--- src/rtl/nn_pkg.sv ---
// Shared definitions for the nn_lif neuron: config address map, default
// weight/potential types and the signed saturation helper.
package nn_pkg;

    localparam int W_WIDTH_DEF = 8;
    localparam int V_WIDTH_DEF = 16;

    typedef logic signed [W_WIDTH_DEF-1:0] weight_t;
    typedef logic signed [V_WIDTH_DEF-1:0] vpot_t;

    // Config registers sit directly after the N_SYN weight slots.
    localparam int ADDR_OFS_THRESH = 0;
    localparam int ADDR_OFS_LEAK   = 1;
    localparam int ADDR_OFS_REFRAC = 2;

    localparam int SAT_W = 64;

    function automatic int addr_thresh(input int n_syn);
        return n_syn + ADDR_OFS_THRESH;
    endfunction

    function automatic int addr_leak(input int n_syn);
        return n_syn + ADDR_OFS_LEAK;
    endfunction

    function automatic int addr_refrac(input int n_syn);
        return n_syn + ADDR_OFS_REFRAC;
    endfunction

    // Clamp a wide signed value into the signed range of a w-bit word.
    function automatic logic signed [SAT_W-1:0] sat(input logic signed [SAT_W-1:0] x,
                                                    input int w);
        logic signed [SAT_W-1:0] hi;
        logic signed [SAT_W-1:0] lo;
        hi = (SAT_W'(1) <<< (w - 1)) - SAT_W'(1);
        lo = -hi - SAT_W'(1);
        if (x > hi)      return hi;
        else if (x < lo) return lo;
        else             return x;
    endfunction

endpackage

--- src/rtl/nn_lif_syn_sum.sv ---
// Combinational weighted sum of the synapse weights whose spike bit is set.
module nn_lif_syn_sum #(
    parameter int N_SYN   = 4,
    parameter int W_WIDTH = 8,
    parameter int SUM_W   = 19
) (
    input  logic [N_SYN-1:0]               spike_i,
    input  logic [N_SYN-1:0][W_WIDTH-1:0]  weight_i,
    output logic signed [SUM_W-1:0]        sum_o
);

    // Accumulate sign-extended weights of the active channels.
    always_comb begin
        sum_o = '0;
        for (int i = 0; i < N_SYN; i++) begin
            if (spike_i[i])
                sum_o = sum_o + $signed({{(SUM_W-W_WIDTH){weight_i[i][W_WIDTH-1]}}, weight_i[i]});
        end
    end

endmodule

--- src/rtl/nn_lif.sv ---
// Leaky integrate-and-fire neuron with per-synapse weights, programmable
// threshold and refractory period. Define NN_LIF_LEAK_EN to add the
// leak_shift register and the V >>> leak_shift leak term.
module nn_lif
    import nn_pkg::*;
#(
    parameter int  N_SYN          = 4,
    parameter int  W_WIDTH        = 8,
    parameter int  V_WIDTH        = 16,
    parameter int  THRESH_DEFAULT = 100,
    localparam int ADDR_W         = $clog2(N_SYN + 3)
) (
    input  logic                      clk,
    input  logic                      reset,
    input  logic [N_SYN-1:0]          input_spike,
    input  logic                      cfg_valid,
    input  logic [ADDR_W-1:0]         cfg_addr,
    input  logic [V_WIDTH-1:0]        cfg_data,
    output logic                      output_spike,
    output logic signed [V_WIDTH-1:0] membrane,
    output logic [15:0]               spike_count
);

    localparam int SUM_W = V_WIDTH + $clog2(N_SYN) + 1;
    localparam int ACC_W = SUM_W + 1;

    logic [N_SYN-1:0][W_WIDTH-1:0] weight_q;
    logic signed [V_WIDTH-1:0]     thresh_q;
    logic [3:0]                    refrac_q;
    logic signed [V_WIDTH-1:0]     v_q, v_d;
    logic                          spike_q, spike_d;
    logic [3:0]                    rcnt_q, rcnt_d;
    logic [15:0]                   count_q, count_d;

    logic signed [SUM_W-1:0]       syn_sum;
    logic signed [V_WIDTH-1:0]     leak;
    logic signed [ACC_W-1:0]       acc;
    logic signed [V_WIDTH-1:0]     v_next;

    nn_lif_syn_sum #(
        .N_SYN   (N_SYN),
        .W_WIDTH (W_WIDTH),
        .SUM_W   (SUM_W)
    ) u_syn_sum (
        .spike_i  (input_spike),
        .weight_i (weight_q),
        .sum_o    (syn_sum)
    );

`ifdef NN_LIF_LEAK_EN
    logic [3:0] leak_shift_q;

    // A zero shift means "no leak", not "leak everything".
    always_comb leak = (leak_shift_q != 4'd0) ? (v_q >>> leak_shift_q) : '0;
`else
    assign leak = '0;
`endif

    // ACC_W holds V - leak + sum without overflow; clamp back to V_WIDTH.
    assign acc    = ACC_W'(v_q) - ACC_W'(leak) + ACC_W'(syn_sum);
    assign v_next = V_WIDTH'(sat(SAT_W'(acc), V_WIDTH));

    // Next neuron state: refractory hold, fire-and-reset, or integrate.
    always_comb begin
        v_d     = v_q;
        spike_d = 1'b0;
        rcnt_d  = rcnt_q;
        count_d = count_q;
        if (rcnt_q != 4'd0) begin
            v_d    = '0;
            rcnt_d = rcnt_q - 4'd1;
        end else if (v_next >= thresh_q) begin
            spike_d = 1'b1;
            v_d     = '0;
            rcnt_d  = refrac_q;
            count_d = count_q + 16'd1;
        end else begin
            v_d = v_next;
        end
    end

    // Neuron state registers.
    always_ff @(posedge clk or posedge reset) begin
        if (reset) begin
            v_q     <= '0;
            spike_q <= 1'b0;
            rcnt_q  <= 4'd0;
            count_q <= 16'd0;
        end else begin
            v_q     <= v_d;
            spike_q <= spike_d;
            rcnt_q  <= rcnt_d;
            count_q <= count_d;
        end
    end

    // Config register writes; the neuron sees new values from the next edge.
    always_ff @(posedge clk or posedge reset) begin
        if (reset) begin
            weight_q     <= '0;
            thresh_q     <= V_WIDTH'(THRESH_DEFAULT);
            refrac_q     <= 4'd0;
`ifdef NN_LIF_LEAK_EN
            leak_shift_q <= 4'd0;
`endif
        end else if (cfg_valid) begin
            for (int i = 0; i < N_SYN; i++) begin
                if (cfg_addr == ADDR_W'(i))
                    weight_q[i] <= cfg_data[W_WIDTH-1:0];
            end
            if (cfg_addr == ADDR_W'(addr_thresh(N_SYN)))
                thresh_q <= cfg_data;
`ifdef NN_LIF_LEAK_EN
            if (cfg_addr == ADDR_W'(addr_leak(N_SYN)))
                leak_shift_q <= cfg_data[3:0];
`endif
            if (cfg_addr == ADDR_W'(addr_refrac(N_SYN)))
                refrac_q <= cfg_data[3:0];
        end
    end

    assign output_spike = spike_q;
    assign membrane     = v_q;
    assign spike_count  = count_q;

endmodule

--- config.mk ---
export PLATFORM = sky130hd
export DESIGN_NAME = nn_lif
export DESIGN_NICKNAME = d
export VERILOG_FILES = /design/src/rtl/nn_pkg.sv /design/src/rtl/nn_lif_syn_sum.sv /design/src/rtl/nn_lif.sv
export SDC_FILE = /design/constraint.sdc
export NUM_CORES = 1
export LEC_CHECK = 0
export CORE_MARGIN = 2
export CORE_UTILIZATION = 55
export CTS_CLUSTER_SIZE = 12
export DETAILED_ROUTE_END_ITERATION = 8
export HOLD_SLACK_MARGIN = 0.05
export PLACE_DENSITY_LB_ADDON = 0.2
export SLEW_MARGIN = 20
export SYNTH_ARGS = -nofsm -noshare
export SYNTH_HDL_FRONTEND = slang
export SYNTH_SLANG_ARGS = --single-unit
--- constraint.sdc ---
create_clock -name clk -period 9.6 [get_ports clk]
set_input_delay 2.4 -clock clk [delete_from_list [all_inputs] [get_ports clk]]
set_output_delay 2.4 -clock clk [all_outputs]
set_load 0.005 [all_outputs]
==> results by group <==
Synth
  – Post-synth EDFFs: 0
  – Synth top area cells: dfrtp_1, ha_1, mux2_2
  – Seq/Total Area, Yosys: between 20% and 30%
  – Asr flop ratio synth: 100.0%
  – Mapped Cells: slightly below 900
  – Syn nets: 987
  – Yosys top cell by area: dfrtp_1
  – Synth Area per Inst: 8.950 sq um
  – Synth Register Bits: just under 90
  – Synthesis warning total: 0
  – Synth Cell Area: 0.007849 sq mm
  – Top FF cell, synth: dfrtp_1
  – Unique cell type count in the Yosys netlist: 78
  – Post-synth top area share: 27.42%

Critical path
  – Reg2reg start: weight_q[1]
  – CP max stage delay: 0.55 ns
  – CP Launch Point: input_spike[0]
  – CP max-delay cell: fa_1
  – Crit-path max FO: 8
  – Worst R2R Setup Slack: 0.26 ns
  – FF-to-FF End: membrane[13]
  – Setup CP Type: input port to register
  – FF-to-FF path depth: a little under 50
  – Worst Path Required: 9.85 ns
  – Endpoint class of the critical path: register
  – CP endpoint: membrane[13]
  – Worst Setup Start Kind: input port
  – CP arrival: between 10 and 15 ns

Finish
  – Commonest non-fill, non-tap cell in the layout: buf_4
  – Filler Cell Count: about 750
  – Share of layout cells above drive strength 1: 38.97%
  – Antenna Cells: 0
  – Most frequent cells in the layout: buf_4, dfrtp_1, nand2_1
  – Register area: between 0.002 and 0.0025 sq mm
  – Non-filler cells, final: 1350
  – Area taken by multi-input logic gates: between 0.006 and 0.007 sq mm
  – Area Growth Syn to Fin: 47.09%
  – Nets: 1275

Route
  – DRC: 0
  – DRT iter0 DRCs: 637
  – Router iterations before antenna repair: 5
  – DR vias/cell: 6.088
  – Via count: just over 8000
  – WL/cell: 19.34 um
  – Post-DRT Antenna Nets: 0
  – Detailed-route wire length: between 20 and 30 mm

Clock tree
  – CTS Sinks: 89
  – CTS tree: built
  – CTS Root Cell: clkbuf_16
  – Later-pin clock latency in the skew report: 0.35 ns
  – Max Root-Sink Buffers: 2
  – CTS Buf Count: 9
  – Clock-pin slew on the worst setup and hold paths: about 0.070 ns
  – H-tree depth: 3

Floorplanning
  – Die X: 123.5 um
  – IO Pins: 59
  – Initial Utilization: 56.33%
  – Rows: 43
  – Core Box Area: 0.01393 sq mm
  – Die area: about 0.015 sq mm
  – DIE HEIGHT: 123.5 um

STA
  – Final Skew: 0.006342 ns
  – Fin Hold WS: roughly 0.47 ns
  – Slew headroom: 33.18%
  – Slew Viols, Final: 0
  – Fin worst setup slack: -1.471 ns
  – Minimum clock period: 11.07 ns
  – Setup_tns: -49.03 ns
  – Slew @ Worst Pin: 1.000 ns
  – Final hold vios: 0
  – RSZ-0062 raised after global routing: yes
  – Final Setup Violations: 37
  – F_max: 0.09032 GHz
  – Final period util: 115.3%

GRT
  – First-pass GRT wire length: 38.54 mm
  – Largest net degree at the start of global routing: 83
  – Vias in the first global route: 8020
  – Grt total ovfl: 0
  – Tot GR Track Use: 32.41%
  – Initial antenna violation count: 0

Placed design
  – # port buffers: 58
  – Worst-case setup slack after placement: -2.424 ns
  – DP HPWL: 16.36 mm
  – Routability cong.: 0.8788
  – Inst Count DP: 1307

Outcome
  – Status: complete, but fails checks
  – Failing checks: negative setup slack

Run
  – Max Cap Viol: 0

Hold path
  – Tightest Hold Check Type: register to register
[synthesized netlist by cell type, types with 17 or more instances]
cell	count
inv_1	53
o21ai_0	50
xnor2_1	53
ha_1	78
clkbuf_1	22
xor2_1	17
dfrtp_1	86
nand3_1	18
mux2_2	53
a21o_1	23
nor2_1	40
a21oi_1	61
nand2_1	76
[worst max-delay path, delay by kind of cell]
kind                     cells  cell delay (ns)
AO/OA/AOI/OAI               28             4.51
adder cells (fa/ha/maj)      6             1.87
AND/OR/NAND/NOR              7             0.88
buffers and inverters        5             0.85
XOR/XNOR                     3             0.50
multiplexers                 1             0.27
[logic make-up after synthesis]
group                      after synthesis  share of synthesized area, %
adders and majority gates               85                         14.09
buffers and inverters                   85                         4.384
DFF                                     89                         28.42
AOI/OAI and AO/OA                      261                         22.25
muxes                                   57                         8.130
xor gates and xnor gates                71                         8.019
and+or+nand+nor                        229                         14.70
[cell type report]
type | instances | area share [%]
sequential | 89 | 19.32
clock buffer | 9 | 1.951
tap | 180 | 1.951
clock inverter | 7 | 0.4552
inverter | 55 | 1.821
multi-input combinational | 703 | 52.23
timing repair buffer | 307 | 22.27
[metal layers]
layer | GRT usage [%] | wire length, um | share of wire [%]
met1 | 39.49 | 10360 | 40
met2 | 57.04 | 13010 | 50
met3 | 4.659 | 1556 | 6.0
met4 | 13.71 | 1181 | 4.5
met5 | 0 | 0 | 0
[stage by stage]
stage               area, sq um  util [%]
floorplan                  8109         -
global placement          10420     74.80
detailed placement        10420     74.80
CTS                       11190     80.30
global route              11540     82.85
finish                    11540     82.85
[sequential cells by signal (all words and copies together) (netlist names)]
register,count
rcnt_q,4
weight_q,32
refrac_q,4
spike_count,16
thresh_q,16
output_spike,1
membrane,16
[repair_timing]
action / in CTS / in global routing
hold buffers: 0 / 0
endpoints found under the setup margin: 37 / 37
cloned: 2 / 1
buffers inserted: 9 / 17
pin swaps: 68 / 74
gates resized for setup: 77 / 47
[worst min-delay path by stage]
stage	start	end	slack, ns	cells past startpoint
after detailed placement	spike_count[15]	spike_count[15]	0.47	1
final	spike_count[15]	spike_count[15]	0.47	1
after global routing	spike_count[15]	spike_count[15]	0.49	1
after global placement	spike_count[15]	spike_count[15]	0.46	1
after floorplan	rcnt_q[0]	rcnt_q[0]	0.44	1
after CTS	spike_count[15]	spike_count[15]	0.47	1
Power is left out: the tool's default activity adds up to more than one toggle a clock period on the data nets, which glitch-free logic cannot reach.
